[src/rtl/asrv32_mem_arbiter_pkg.sv]
// rtl/asrv32_mem_arbiter_pkg.sv - shared types and constants for the memory arbiter
package asrv32_mem_arbiter_pkg;

    // Width of the fetch starvation counter; holds MAX_WAIT values up to 15.
    localparam int STARVE_CW = 4;

    // Which port owns the read data returning from the RAM this cycle.
    typedef enum logic [1:0] {
        ARB_IDLE   = 2'd0,
        ARB_RESP_I = 2'd1,
        ARB_RESP_D = 2'd2
    } arb_owner_e;

endpackage

[src/rtl/asrv32_starve_guard.sv]
// rtl/asrv32_starve_guard.sv - saturating count of denied fetch cycles, raises force_i at MAX_WAIT
module asrv32_starve_guard
    import asrv32_mem_arbiter_pkg::*;
#(
    parameter int MAX_WAIT = 4
) (
    input  logic i_clk,
    input  logic i_rst,
    input  logic i_ireq,
    input  logic i_igrant,
    output logic o_force_i
);

    localparam logic [STARVE_CW-1:0] MAX_CNT = STARVE_CW'(MAX_WAIT);

    logic [STARVE_CW-1:0] cnt_q;
    logic [STARVE_CW-1:0] cnt_d;

    assign o_force_i = (cnt_q == MAX_CNT);

    // Count consecutive denied fetch cycles; any grant or dropped request restarts the count.
    always_comb begin
        cnt_d = cnt_q;
        if (!i_ireq || i_igrant) begin
            cnt_d = '0;
        end else if (cnt_q != MAX_CNT) begin
            cnt_d = cnt_q + 1'b1;
        end
    end

    // Counter register.
    always_ff @(posedge i_clk) begin
        if (i_rst) begin
            cnt_q <= '0;
        end else begin
            cnt_q <= cnt_d;
        end
    end

endmodule

[src/rtl/asrv32_mem_arbiter.sv]
// rtl/asrv32_mem_arbiter.sv - shares one single-port RAM between fetch and load/store ports
module asrv32_mem_arbiter
    import asrv32_mem_arbiter_pkg::*;
#(
    parameter int MEMORY_DEPTH = 1024,
    parameter int MAX_WAIT     = 4,
    localparam int AW          = $clog2(MEMORY_DEPTH)
) (
    input  logic          i_clk,
    input  logic          i_rst,
    input  logic          i_ireq,
    input  logic [AW-1:0] i_iaddr,
    output logic          o_igrant,
    output logic          o_ivalid,
    output logic [31:0]   o_idata,
    input  logic          i_dreq,
    input  logic          i_dwe,
    input  logic [3:0]    i_dmask,
    input  logic [AW-1:0] i_daddr,
    input  logic [31:0]   i_dwdata,
    output logic          o_dgrant,
    output logic          o_dvalid,
    output logic [31:0]   o_ddata,
    output logic          o_mem_en,
    output logic          o_mem_we,
    output logic [3:0]    o_mem_mask,
    output logic [AW-3:0] o_mem_addr,
    output logic [31:0]   o_mem_wdata,
    input  logic [31:0]   i_mem_rdata
);

    logic       force_i;
    logic       grant_i;
    logic       grant_d;
    arb_owner_e owner_q;
    arb_owner_e owner_d;
    logic       d_load_q;
    logic       d_load_d;

    // Byte-lane bits of the addresses are never used by a word-wide RAM.
    logic unused_addr_lsbs;
    assign unused_addr_lsbs = ^{i_iaddr[1:0], i_daddr[1:0]};

    asrv32_starve_guard #(
        .MAX_WAIT (MAX_WAIT)
    ) u_guard (
        .i_clk     (i_clk),
        .i_rst     (i_rst),
        .i_ireq    (i_ireq),
        .i_igrant  (grant_i),
        .o_force_i (force_i)
    );

    // Data port wins unless fetch has waited long enough to be forced ahead; nothing granted in reset.
    always_comb begin
        grant_i = 1'b0;
        grant_d = 1'b0;
        if (!i_rst) begin
            if (i_dreq && !(force_i && i_ireq)) begin
                grant_d = 1'b1;
            end else if (i_ireq) begin
                grant_i = 1'b1;
            end
        end
    end

    assign o_igrant = grant_i;
    assign o_dgrant = grant_d;

    // RAM strobe, write controls and address follow whichever port won.
    always_comb begin
        o_mem_en    = 1'b0;
        o_mem_we    = 1'b0;
        o_mem_mask  = 4'b0000;
        o_mem_addr  = i_daddr[AW-1:2];
        o_mem_wdata = i_dwdata;
        if (grant_d) begin
            o_mem_en   = 1'b1;
            o_mem_we   = i_dwe;
            o_mem_mask = i_dwe ? i_dmask : 4'b0000;
        end else if (grant_i) begin
            o_mem_en   = 1'b1;
            o_mem_addr = i_iaddr[AW-1:2];
        end
    end

    // Next response owner is decided by this cycle's grant; loads are remembered to gate o_ddata.
    always_comb begin
        owner_d  = ARB_IDLE;
        d_load_d = 1'b0;
        if (grant_d) begin
            owner_d  = ARB_RESP_D;
            d_load_d = !i_dwe;
        end else if (grant_i) begin
            owner_d = ARB_RESP_I;
        end
    end

    // Owner state register.
    always_ff @(posedge i_clk) begin
        if (i_rst) begin
            owner_q  <= ARB_IDLE;
            d_load_q <= 1'b0;
        end else begin
            owner_q  <= owner_d;
            d_load_q <= d_load_d;
        end
    end

    // Steer returning RAM data to its owner; a response in flight when reset arrives is dropped.
    always_comb begin
        o_ivalid = 1'b0;
        o_idata  = 32'h0;
        o_dvalid = 1'b0;
        o_ddata  = 32'h0;
        if (!i_rst) begin
            if (owner_q == ARB_RESP_I) begin
                o_ivalid = 1'b1;
                o_idata  = i_mem_rdata;
            end else if (owner_q == ARB_RESP_D) begin
                o_dvalid = 1'b1;
                o_ddata  = d_load_q ? i_mem_rdata : 32'h0;
            end
        end
    end

endmodule

[config.mk]
export PLATFORM = sky130hd
export DESIGN_NAME = asrv32_mem_arbiter
export DESIGN_NICKNAME = d
export VERILOG_FILES = /design/src/rtl/asrv32_mem_arbiter_pkg.sv /design/src/rtl/asrv32_starve_guard.sv /design/src/rtl/asrv32_mem_arbiter.sv
export SDC_FILE = /design/constraint.sdc
export NUM_CORES = 1
export LEC_CHECK = 0
export ABC_AREA = 1
export BUFFER_PORTS_ARGS = -buffer_cell sky130_fd_sc_hd__buf_2
export CORE_AREA = 5 5 77 79
export DETAILED_ROUTE_END_ITERATION = 12
export DIE_AREA = 0 0 82 84
export PLACE_DENSITY = 0.83
export RECOVER_POWER = 100
export REMOVE_ABC_BUFFERS = 1
export SLEW_MARGIN = 20
export SYNTH_ARGS = -nofsm -noshare
export SYNTH_HDL_FRONTEND = slang
export SYNTH_SLANG_ARGS = --single-unit
[constraint.sdc]
create_clock -name i_clk -period 2.6 [get_ports i_clk]
set_input_delay 0.13 -clock i_clk [delete_from_list [all_inputs] [get_ports i_clk]]
set_output_delay 0.13 -clock i_clk [all_outputs]
set_load 0.03 [all_outputs]
* Word level (Yosys, flattened, before mapping)
Index checks and enable logic that the tools add are counted.
** Cells by class
- Add/subtract/negate cells :: 1
- Equality and inequality tests :: 4
- Muxes and demuxes :: 25
- Bitwise logic cells :: 1
- Reductions and logical operators :: 9
** Operators with widths (count)
- 32-bit two-way mux :: 6
- 8-bit two-way mux :: 2
- 1-bit two-way mux :: 14
- 4-bit two-way mux :: 2
- 2-bit OR reduction :: 3
- 4-bit by 1-bit adder with 4-bit output, second input constant :: 1
- 4-bit by 3-bit equality test with 1-bit output, second input constant :: 1
- 4-bit by 3-bit inequality test with 1-bit output, second input constant :: 1
- 1-bit logical NOT :: 3
- 2-bit by 1-bit equality test with 1-bit output, second input constant :: 1
- 2-bit equality test, second input constant :: 1
- 1-bit logical AND :: 2
- 2-bit two-way mux :: 1
- 1-bit logical OR :: 1
- 1-bit NOT :: 1
** Word-level totals
- Register bits :: 7
- Word-level logic and storage cells :: 44

* Longest topological paths before layout
- Depth after elaboration :: 8
- Depth in mapped cells :: 8

* By module
From an unflattened synthesis, not the netlist that was laid out.
** Second synthesis, totals
- Cells, all modules :: 267
- Area, all modules :: 1400.1 um^2
** By module, submodules not included
- asrv32_mem_arbiter :: instances 1, cells an instance 230, area each 1151.1 um^2
- asrv32_starve_guard :: instances 1, cells an instance 37, area each 249.0 um^2

* Worst setup path after synthesis
No wires, ideal clock.
- Path type :: register to output
- From :: register owner_q[0]
- To :: output o_ddata[10]
- Arrival time :: 1.417 ns
- Required time :: 2.470 ns
- Setup slack :: 1.053 ns
- Stages on the path, launching flop included :: 7
- Path buffers :: 1
- Cell sequence :: dfxtp_1 inv_1 nand2_1 nor2_2 nand2_2 buf_6 nor2_1
** Between the ends
- Longest elaborated chain between the ends :: 4
- Elaborated cells between the ends (all ways) :: 5
- Classes of those cells :: eq/ne (2); mux (3)
** Ends and longest elaborated chain
- from (decl) :: line asrv32_mem_arbiter.sv:35 : arb_owner_e owner_q;
- from (signal assigned) :: line asrv32_mem_arbiter.sv:105 : owner_q <= owner_d;
- 2-bit equality test :: line asrv32_mem_arbiter.sv:120 : end else if (owner_q == ARB_RESP_D) begin
- 32-bit two-way mux :: line asrv32_mem_arbiter.sv:120
- 32-bit two-way mux * :: line asrv32_mem_arbiter.sv:117 : if (owner_q == ARB_RESP_I) begin
- 32-bit two-way mux * :: line asrv32_mem_arbiter.sv:116 : if (!i_rst) begin
- to (decl) :: line asrv32_mem_arbiter.sv:23 : output logic [31:0] o_ddata,
Mark *: on every way between the ends. The rest lies on a longest branch, timed or not.

* Worst setup path in the final report
- From :: register owner_q[0]
- To :: output o_idata[25]
** Between the ends
- Longest elaborated chain between the ends :: 3
** Ends and longest elaborated chain
- 2-bit by 1-bit equality test with 1-bit output :: line asrv32_mem_arbiter.sv:117
- 32-bit two-way mux :: line asrv32_mem_arbiter.sv:117
- 32-bit two-way mux :: line asrv32_mem_arbiter.sv:116
- to (decl) :: line asrv32_mem_arbiter.sv:15 : output logic [31:0] o_idata,
Every way passes these cells.

==> flow_metrics.py <==
metrics = {
    "run_status": {
        "status": "finished, final reports clean",
    },
    "power": {
        "p_per_area_nw_per_um2": 273,
        "total_power_mw": 0.435,
        "clockPowerShare": 0.348,
        "p_int_mw": 0.273,
        "peakVddDrop_mv": 0.160,
        "seqPwrFrac": 0.258,
        "p_sw_frac": 0.373,
        "comb_power_share": 0.394,
        "p_switching_mw": 0.162,
        "power_leakage_nw": 0.983,
    },
    "layout": {
        "final_core_util": 0.302,
        "diodes": 0,
        "drive_above_1_share": 0.224,
        "post-route-cell-area_um2": 1590,
        "finalNonFillerCells": 394,
        "nets": 418,
        "syn_to_final_growth_pct": 34.0,
    },
    "timing": {
        "max_slew_margin": 0.314,
        "slew_viol_final": 0,
        "setup_viol": 0,
        "finalCritPeriodShare": 0.799,
        "fmax_ghz": 0.482,
        "fin_crit_ps": 2080,
        "worst_slack_ps": 524,
        "rsz0062_at_grt": "no",
        "skew_ps": 4.25,
        "hold_violations": 0,
        "fin_setup_tns_ps": 0,
        "hold_slack_ps": 148,
        "tightest_slew_ps": 1030,
    },
    "global_route": {
        "grt_max_degree": 34,
        "antenna_found_initial": 0,
        "grt_use_total": 0.136,
        "grt.overflow.total": 0,
        "grt_first_pass_wirelength_um": 7090,
        "grt_pass1_vias": 1416,
    },
    "setup_path": {
        "crit_path_end_kind": "primary output",
        "critical_path_required_ps": 2470,
        "arrival_ps": 1950,
        "startpoint_type": "flop",
        "timing.rr.end": "owner_q[0]",
        "critPathMaxFanout": 33,
        "r2r-start": "u_guard.cnt_q[0]",
        "ff2ff_path_depth": 6,
        "rrSetupSlack_ps": 1180,
        "path_class": "reg2out",
    },
    "synthesis": {
        "synth_area_leaders": "nor2_1 (23%), buf_4 (22%), inv_1 (14%)",
        "ys_warn_count": 0,
        "yosysMostFrequentCell": "nor2_1",
        "async_reset_ff_frac": 0,
        "ys_ff_latch": 7,
        "syn_avg_cell_area_um2": 5.43,
        "synth.cells.most_frequent": "nor2_1 (74), inv_1 (45), buf_4 (35)",
        "synth_top_area_cell": "nor2_1",
        "synth_top_cell_area_share": 0.233,
        "seq_area_frac_synth": 0.118,
        "synth_edf_count": 0,
        "yosysUniqueCellTypes": 16,
        "synthCells": 219,
        "synthFlopType": "dfxtp_1",
        "syn_area_um2": 1190,
    },
    "detailed_routing": {
        "drt_pass1_iterations": 4,
        "wl_um": 5200,
        "via_count": 1615,
        "drt_first_iter_violations": 28,
        "drc_errors": 0,
        "viasPerCell": 4.10,
        "ant_nets": 0,
        "wl_per_cell_um": 13.2,
    },
    "die": {
        "die_area_um2": 6890,
        "dieWidth_um": 82,
        "num_rows": 27,
        "core_um2": 5270,
        "initial_core_util": 0.226,
        "io_pins": 207,
        "die_h_um": 84,
    },
    "clocking": {
        "cts.sinks": 7,
        "cts_resized": 0,
        "cts.reportedPaths.clkPinSlew_ps": 40,
        "cts_buffers": 3,
        "clk-insertion-delay-late_ps": 230,
        "h-tree-depth": 1,
        "cts_hold_buf": 0,
        "postCtsSetupBuffers": 0,
        "clockBufferDepth": 2,
        "clockRootBuffer": "clkbuf_8",
        "cts_tree": "done",
    },
    "placed_design": {
        "hpwl_um": 4300,
        "dpl_cell_area_um2": 1660,
        "pre_cts_ws_ps": 1070,
        "place_inst": 390,
        "gp_congestion": 0.767,
        "io_buffers": 138,
    },
    "worst_hold_path": {
        "hold_depth": 2,
        "worstHoldEndpoint": "d_load_q",
        "hold_start": "i_dwe",
        "hold_path_class": "in2reg",
    },
    "run": {
        "max_cap_viol_count": 0,
    },
}
==> how the worst max path moves through the flow <==
| stage | cells after the start | from | slack (ps) | to |
|---|---|---|---|---|
| final | 5 | owner_q[0] | 520 | o_idata[25] |
| after global routing | 6 | owner_q[0] | 330 | o_ddata[13] |
| after detailed placement | 8 | u_guard.cnt_q[0] | 1070 | o_mem_mask[0] |
| after floorplan | 5 | owner_q[0] | 940 | o_ddata[0] |
| after CTS | 8 | u_guard.cnt_q[0] | 800 | o_mem_mask[2] |
| after global placement | 8 | u_guard.cnt_q[0] | 1110 | o_mem_mask[3] |
==> state kept, by name, summed over array words and instances (netlist names) <==
signal	count
d_load_q	1
owner_q	2
u_guard.cnt_q	4
==> critical path: stages, from the launching register on <==
cell,delay (ps)
dfxtp_1,300
inv_1,50
nor2_1,100
nand2_1,580
nor2_1,330
clkbuf_1,350
==> layout by cell type, fill, tap and decap left out, drive strengths merged <==
cell and n:
nand2 33, ha 2, nor2 76, xnor2 1, nand3 10, clkbuf 78, a21oi 4, nand4 1
inv 46, dfxtp 7, buf 64
==> routing by layer <==
layer	vias up	global-route usage	wire length, um
met3	12	0.0940	948
met2	131	0.194	2110
li1	796	-	-
met4	4	0.0483	77
met1	672	0.152	2000
met5	-	0.0917	69
==> cell type report <==
cell class                      count  area (um^2)
Fill cell                         632         3680
Tap cell                           72         90.1
Clock buffer                        4         45.0
Inverter                           46          173
Timing Repair Buffer              138          598
Multi-Input combinational cell    127          548
Sequential cell                     7          140
==> cell families after synthesis <==
logic type      share of synthesized area
simple gates                        0.433
flops                               0.118
fa+ha+maj                          0.0210
buf+inv                             0.404
compound gates                     0.0168
xor+xnor                          0.00736
==> power by group through the flow <==
stage                     sequential, mW  clock (mW)  combinational, mW
after global placement             0.114           0              0.177
final                              0.112       0.151              0.172
after global routing               0.113       0.162              0.189
after CTS                          0.113       0.154              0.181
after detailed placement           0.114           0              0.181
after floorplan                    0.114           0              0.104
Note: power is estimated with default switching activity, not from simulation.
